===== config.mk =====
export PLATFORM = sky130hd
export DESIGN_NAME = demux_2_stream
export DESIGN_NICKNAME = d
export VERILOG_FILES = /design/src/rtl/demux_pkg.sv /design/src/rtl/demux_out_slot.sv /design/src/rtl/demux_2_stream.sv
export SDC_FILE = /design/constraint.sdc
export NUM_CORES = 1
export LEC_CHECK = 0
export ABC_AREA = 1
export BUFFER_PORTS_ARGS = -buffer_cell sky130_fd_sc_hd__buf_2
export CORE_MARGIN = 2
export CORE_UTILIZATION = 39
export DETAILED_ROUTE_END_ITERATION = 10
export MAX_ROUTING_LAYER = met4
export PLACE_DENSITY_LB_ADDON = 0.25
export SETUP_SLACK_MARGIN = 0.3
export SYNTH_ARGS = -nofsm -noshare
export SYNTH_HDL_FRONTEND = slang
export SYNTH_HIERARCHICAL = 1
export SYNTH_SLANG_ARGS = --single-unit

===== constraint.sdc =====
create_clock -name clk -period 2.5 [get_ports clk]
set_input_delay 0.125 -clock clk [delete_from_list [all_inputs] [get_ports clk]]
set_output_delay 0.125 -clock clk [all_outputs]
set_load 0.005 [all_outputs]

===== src/rtl/demux_pkg.sv =====
// Shared types and constants for the 1-to-2 stream demultiplexer.
package demux_pkg;

  localparam int DEF_DATA_WIDTH = 32;
  localparam int CNT_WIDTH      = 16;

  typedef logic chan_sel_t;
  localparam chan_sel_t CH0 = 1'b0;
  localparam chan_sel_t CH1 = 1'b1;

endpackage


===== src/rtl/demux_out_slot.sv =====
// One-entry output register slot: load has priority over drain, so a refill and a drain
// can happen on the same edge.
module demux_out_slot #(
  parameter int DATA_WIDTH = 32
) (
  input  logic                  clk,
  input  logic                  rst_n,
  input  logic                  load,
  input  logic [DATA_WIDTH-1:0] load_data,
  input  logic                  drain,
  output logic                  full,
  output logic [DATA_WIDTH-1:0] data
);

  always_ff @(posedge clk or negedge rst_n) begin
    if (!rst_n) begin
      full <= 1'b0;
      data <= '0;
    end else if (load) begin
      full <= 1'b1;
      data <= load_data;
    end else if (full && drain) begin
      full <= 1'b0;
    end
  end

endmodule


===== src/rtl/demux_2_stream.sv =====
// 1-to-2 valid/ready stream demultiplexer with a register slot per output.
// Optional handshake counters on each output when DEMUX_2_COUNT_EN is defined.
module demux_2_stream
  import demux_pkg::*;
#(
  parameter int DATA_WIDTH = DEF_DATA_WIDTH
) (
  input  logic                  clk,
  input  logic                  rst_n,
  input  logic [DATA_WIDTH-1:0] in_data,
  input  logic                  in_valid,
  output logic                  in_ready,
  input  chan_sel_t             select,
  output logic [DATA_WIDTH-1:0] out0_data,
  output logic                  out0_valid,
  input  logic                  out0_ready,
  output logic [DATA_WIDTH-1:0] out1_data,
  output logic                  out1_valid,
  input  logic                  out1_ready
`ifdef DEMUX_2_COUNT_EN
  ,
  output logic [CNT_WIDTH-1:0]  out0_count,
  output logic [CNT_WIDTH-1:0]  out1_count
`endif
);

  logic [1:0]                 ready_v;
  logic [1:0]                 full;
  logic [1:0]                 load;
  logic [1:0][DATA_WIDTH-1:0] data;
  logic                       accept;

  assign ready_v = {out1_ready, out0_ready};

  // Only the selected slot gates the input; no path from in_valid.
  assign in_ready = !full[select] || ready_v[select];
  assign accept   = in_valid && in_ready;

  generate
    for (genvar g = 0; g < 2; g++) begin : g_ch
      assign load[g] = accept && (select == chan_sel_t'(g));

      demux_out_slot #(.DATA_WIDTH(DATA_WIDTH)) u_slot (
        .clk       (clk),
        .rst_n     (rst_n),
        .load      (load[g]),
        .load_data (in_data),
        .drain     (ready_v[g]),
        .full      (full[g]),
        .data      (data[g])
      );
    end
  endgenerate

  assign out0_valid = full[0];
  assign out0_data  = data[0];
  assign out1_valid = full[1];
  assign out1_data  = data[1];

`ifdef DEMUX_2_COUNT_EN
  logic [1:0][CNT_WIDTH-1:0] cnt;

  always_ff @(posedge clk or negedge rst_n) begin
    if (!rst_n) begin
      cnt <= '0;
    end else begin
      for (int i = 0; i < 2; i++)
        if (full[i] && ready_v[i]) cnt[i] <= cnt[i] + CNT_WIDTH'(1);
    end
  end

  assign out0_count = cnt[0];
  assign out1_count = cnt[1];
`endif

endmodule


==> results of run 1 <==
==> how the worst min path moves through the flow <==
stage | cells after the start | end | slack, ns | start
5_1_grt | 3 | g_ch[1].u_slot/data[5] | 0.008 | in_data[5]
3_5_place_dp | 1 | g_ch[1].u_slot/data[25] | -0.08 | rst_n
6_report | 3 | g_ch[1].u_slot/data[5] | 0.01 | in_data[5]
2_1_floorplan | 0 | g_ch[0].u_slot/data[0] | -0.17 | rst_n
4_1_cts | 3 | g_ch[1].u_slot/data[26] | 0.0006 | in_data[26]
3_3_place_gp | 1 | g_ch[1].u_slot/data[25] | -0.08 | rst_n
==> stage by stage <==
step	total power, mW	util, %	cells	instance area [sq um]	setup slack (ns)
final	2.66	50.1	483	3380	0.970
after CTS	2.70	49.9	482	3370	0.918
after floorplan	1.58	-	291	2690	1.38
after detailed placement	1.83	46.9	465	3170	0.950
after global placement	1.82	46.9	465	3170	0.956
after global routing	2.82	50.1	483	3380	0.818
==> logic make-up after synthesis <==
| logic type | share of synthesized area (%) |
|---|---|
| buf+inv | 8.73 |
| simple gates | 30.0 |
| flops | 61.3 |
==> critical path, stage by stage, from the launching register on <==
cell     delay [ns]
dfrtp_1        0.38
nand2_1        0.07
nand2_1        0.10
nor2_4         0.43
buf_4          0.32
nand2_1        0.08
nand2_1        0.08
==> layout make-up <==
cell class / instances / area (sq um) / share of cell area [%]
repair buffers: 111 / 581 / 17.2
multi-input cells: 203 / 822 / 24.3
well taps: 80 / 100 / 2.96
flip-flops and latches: 66 / 1650 / 48.8
clock inverters: 3 / 40.0 / 1.18
inverters: 8 / 45.0 / 1.33
clock buffers: 12 / 145 / 4.29
==> sequential cells by signal, summed over array words and instances (netlist names) <==
register,cells
g_ch.u_slot/data,64
g_ch.u_slot/full,2
==> power by group through the flow <==
stage / logic, mW / registers, mW / clock network, mW
after floorplan: 0.213 / 1.36 / 0
after global placement: 0.471 / 1.35 / 0
after detailed placement: 0.480 / 1.35 / 0
after CTS: 0.483 / 1.33 / 0.883
after global routing: 0.545 / 1.35 / 0.919
final: 0.471 / 1.33 / 0.855
==> Yosys cell counts <==
cell and instances:
nand2_1 183, clkbuf_8 6, nand2_2 18, dfrtp_1 66, inv_1 6, buf_12 2
buf_6 6, nor2_1 2, inv_8 2
==> per-layer routing <==
layer | part of all wire [%] | wire length, um
met2 | 45 | 2720
met1 | 47 | 2810
met3 | 6.6 | 398
met5 | 0 | 0
met4 | 1.1 | 68
==> flow_summary_export.csv, run 1 <==
group,metric,value,unit
sta,fmax,654,MHz
finish,final_common_cell,"nand2_1",
placed_design,dp_hpwl,4.12,mm
detailed_routing,dr.pass1.iters,4,
finish,layout_common_cells,"nand2_1, buf_2, dfrtp_1",
sta,setup_viol,0,
sta,fin_crit_sh,61.2,%
power,p_per_area,786,nW/um^2
worst_hold_path,holdCritPathClass,"in2reg",
detailed_routing,drcViolationCount,0,
clock_network,path_clk_slew,0.07,ns
power,p_seq_share,50.1,%
global_route,use_met2,25.7,%
sta,max_slew_margin,64.9,%
floorplan,io_pins,105,
placed_design,portBuffers,104,
setup_path,cp.required,2.76,ns
power,switching_share,27.2,%
yosys,yosys_register_bits,66,
yosys,ys_types,9,
setup_path,arrival,1.79,ns
sta,hold_slack,0.0130,ns
power,internal_power,1.93,mW
run,maxCapViolCount,0,
clock_network,cts_buffers,9,
clock_network,cts_tree,"done",
setup_path,worstSetupStartpointType,"flip-flop",
detailed_routing,antenna_left,0,
finish,area_delta_synth_final,25.6,%
detailed_routing,routed-via-count,2154,
yosys,synth_area,2690,sq um
global_route,grt_use_total,17.1,%
detailed_routing,drt_iter0_drc,103,
yosys,synth.area.top_cells,"dfrtp_1, nand2_1, nand2_2",
power,p_switching,724,uW
outcome,status,"finished clean",
setup_path,rr_endpoint,"g_ch[0].u_slot/data[26]",
global_route,grt_max_degree,36,
placed_design,gp_congestion,0.808,
floorplan,die_area,7590,sq um
yosys,avgSynthCellArea,9.26,sq um
global_route,grt-ovfl-total,0,
clock_network,post-cts-setup-buffers,0,
clock_network,root_buffer,"clkbuf_8",
setup_path,reg2reg_from,"g_ch[0].u_slot/full",
power,p_leak,2.01,nW
sta,layout_min_cycle_time,1.53,ns
sta,setup_tns,0,ns
yosys,syn_nets,329,
global_route,use_met3,3.70,%
yosys,synthCells,291,
clock_network,cts.path.max_buffers,2,
setup_path,worstSetupEndpoint,"g_ch[0].u_slot/data[26]",
clock_network,cts_max_level,3,
finish,layout.nets,437,
yosys,ys_seq_area_share,61.3,%
setup_path,end_kind,"flip-flop",
floorplan,dieHeight,87.1,um
yosys,yosysTopAreaCellShare,61.3,%
sta,skew,0.00681,ns
detailed_routing,via_per_inst,4.46,
power,ir_worst_vdd,0.334,mV
clock_network,clock_sinks,66,
setup_path,critPathKind,"reg2reg",
global_route,grt_antenna_before_repair,0,
setup_path,worstSetupStartpoint,"g_ch[0].u_slot/full",
power,clkPwrFrac,32.2,%
floorplan,dieWidth,87.1,um
sta,tightest_slew,0.526,ns
sta,grt_setup_unrepaired,"no",
sta,finalHoldViolCount,0,
clock_network,clk_latency,0.32,ns
clock_network,cts_hold_buf,2,
floorplan,coreArea,6760,sq um
setup_path,path_max_fanout,17,
global_route,grt_pass1_wl,9.69,mm
setup_path,rr_worst_depth,6,
clock_network,cts_resized,0,
finish,nFillCells,653,
detailed_routing,wire_per_inst,12.4,um
sta,finalMaxSlewViolations,0,
power,p_comb_share,17.7,%
floorplan,initial_core_util,39.9,%
floorplan,row_count,30,
detailed_routing,routed_wl,6.00,mm
yosys,ys_warn_count,6,
global_route,grt_pass1_vias,2031,
global_route,busiest_layer,"met2",
yosys,synth_area_leader_cell,"dfrtp_1",
finish,antennaDiodeCount,0,
setup_path,reg2reg_slack,0.97,ns
global_route,grtUsageMet1,22.9,%
finish,drive_gt1_share,35.5,%
(Power assumes the default switching activity.)
==> run 2, diff against run 1 <==
- clock period: 2.5 -> 1.25 ns (I/O delays scaled with it)
==> run 2 against run 1 <==
  * Hold slack better by 0.26 ns
  * Fmax up 27%
  * Non-clock buffer count up 75
  * Largest cell class unchanged
  * Sequential cell count unchanged
  * Cell area up 34%
  * Register-to-register slack worse by 0.92 ns
  * Total power up 130%
==> flow_summary_export.csv, run 2 (synthesized netlist as in run 1, its figures left out) <==
group,metric,value,unit
detailed_routing,antenna_left,0,
setup_path,reg2reg_from,"g_ch[0].u_slot/full",
power,switching_share,29.2,%
global_route,grt_pass1_vias,2368,
setup_path,cp.required,1.48,ns
clock_network,cts.path.max_buffers,2,
clock_network,cts_max_level,3,
detailed_routing,dr.pass1.iters,4,
finish,nFillCells,542,
clock_network,root_buffer,"clkbuf_8",
setup_path,worstSetupStartpointType,"flip-flop",
finish,layout.nets,515,
detailed_routing,drcViolationCount,0,
placed_design,portBuffers,104,
power,p_comb_share,26.0,%
worst_hold_path,holdCritPathClass,"in2async",
setup_path,reg2reg_slack,0.05,ns
finish,regMostFlops,"g_ch.u_slot/data",
floorplan,die_area,7590,sq um
clock_network,cts_buffers,9,
finish,regArea,1650,sq um
setup_path,path_max_fanout,9,
sta,layout_min_cycle_time,1.20,ns
clock_network,path_clk_slew,0.07,ns
clock_network,cts_tree,"done",
detailed_routing,routed_wl,8.04,mm
clock_network,clk_latency,0.34,ns
floorplan,row_count,30,
run,maxCapViolCount,0,
detailed_routing,wire_per_inst,14.3,um
clock_network,clock_sinks,66,
detailed_routing,drt_iter0_drc,71,
global_route,grt_max_degree,67,
sta,setup_tns,0,ns
outcome,status,"finished clean",
sta,fmax,833,MHz
floorplan,dieWidth,87.1,um
power,ir_worst_vdd,0.616,mV
global_route,grt_antenna_before_repair,0,
placed_design,dp_hpwl,4.06,mm
power,clkPwrFrac,30.0,%
power,p_switching,1.77,mW
finish,antennaDiodeCount,0,
finish,area_delta_synth_final,68.5,%
sta,setup_viol,0,
finish,multi_input_area,1060,sq um
finish,reg_top3,"g_ch.u_slot/data (64), g_ch.u_slot/full (2)",
power,p_per_area,1340,nW/um^2
setup_path,rr_endpoint,"g_ch[0].u_slot/data[18]",
sta,finalMaxSlewViolations,0,
global_route,grt_use_total,21.1,%
sta,tightest_slew,0.357,ns
finish,largest_reg_flops,64,
finish,final_common_cell,"nand2_1",
finish,layout_common_cells,"nand2_1, buf_2, nand2_2",
finish,utilization,67.2,%
power,internal_power,4.30,mW
global_route,grt-ovfl-total,0,
placed_design,dp.cells,467,
sta,fin_crit_sh,96.0,%
power,p_leak,2.55,nW
setup_path,end_kind,"flip-flop",
power,p_seq_share,44.0,%
detailed_routing,via_per_inst,4.59,
sta,grt_setup_unrepaired,"yes",
sta,hold_slack,0.270,ns
setup_path,rr_worst_depth,8,
finish,final_cells,562,
sta,max_slew_margin,76.2,%
floorplan,initial_core_util,39.9,%
placed_design,place_area,3210,sq um
setup_path,critPathKind,"reg2reg",
sta,finalHoldViolCount,0,
finish,drive_gt1_share,53.9,%
placed_design,gp_congestion,0.811,
global_route,grt_pass1_wl,11.8,mm
finish,stdcell_area,4540,sq um
floorplan,dieHeight,87.1,um
floorplan,coreArea,6760,sq um
floorplan,io_pins,105,
sta,skew,0.00463,ns
setup_path,arrival,1.43,ns
detailed_routing,routed-via-count,2578,
## run 2: cell count changes in the layout (fill, tap and decap cells not counted), moves of 4 or more
cell           before  now
nand2_4             0   13
buf_12              0    9
dlygate4sd3_1       3   35
buf_4               4   30
buf_6               0    4
nand2_2            18   73
nand2_1           183  115
## run 2: critical path, cell delays in order (launching register included)
cell and delay (ns):
dfrtp_1 0.39, nand2_1 0.08, nand2_2 0.08, nor2_4 0.14, buf_12 0.14, buf_12 0.11, inv_12 0.05, nand2_2 0.05
nand2_1 0.05
## run 2: what timing repair did
| action | 4_1_cts | 5_1_grt |
|---|---|---|
| resized for setup | 45 | 64 |
| pin swaps | 15 | 45 |
| endpoints found under the setup margin | 67 | 120 |
| cloned | 4 | 2 |
| setup buffers | 8 | 30 |
| endpoints found under the hold margin | 132 | 0 |
| hold buffers | 35 | 0 |
## run 2: worst max path at each step
stage	from	endpoint	slack, ns	depth (start not counted)
after floorplan	g_ch[1].u_slot/full	g_ch[1].u_slot/data[20]	0.13	8
after global placement	g_ch[0].u_slot/full	g_ch[0].u_slot/data[2]	0.11	6
after detailed placement	g_ch[1].u_slot/full	g_ch[1].u_slot/data[7]	0.06	6
after CTS	g_ch[0].u_slot/full	g_ch[0].u_slot/data[31]	0.09	8
after global routing	g_ch[0].u_slot/full	g_ch[0].u_slot/data[18]	-0.03	7
final	g_ch[0].u_slot/full	g_ch[0].u_slot/data[18]	0.05	8
## run 2: layout make-up
cell class,count,area share [%]
inverters,8,1.10
well taps,80,2.21
flip-flops and latches,66,36.4
multi-input cells,203,23.3
clock inverters,6,1.46
repair inverters,3,1.16
clock buffers,10,3.03
repair buffers,186,31.4
## run 2: stage by stage
| step | power, mW | setup WS (ns) |
|---|---|---|
| finish | 6.07 | 0.0495 |
| global route | 6.38 | -0.0255 |
| CTS | 5.74 | 0.0890 |
| detailed placement | 3.68 | 0.0566 |
| global placement | 3.65 | 0.110 |
| floorplan | 3.15 | 0.128 |
## run 2: power by group through the flow
stage	logic, mW	clock network (mW)	registers, mW
3_5_place_dp	0.986	0	2.69
3_3_place_gp	0.955	0	2.70
5_1_grt	1.73	1.96	2.70
6_report	1.58	1.82	2.67
4_1_cts	1.22	1.86	2.67
2_1_floorplan	0.427	0	2.73
## run 2: per-layer routing
| metal | vias up | track usage [%] | wire, um |
|---|---|---|---|
| li1 | 1240 | - | - |
| met1 | 1255 | 27.3 | 3590 |
| met2 | 73 | 32.8 | 3990 |
| met3 | 10 | 5.59 | 378 |
| met4 | 0 | 6.01 | 87 |
| met5 | - | - | 0 |
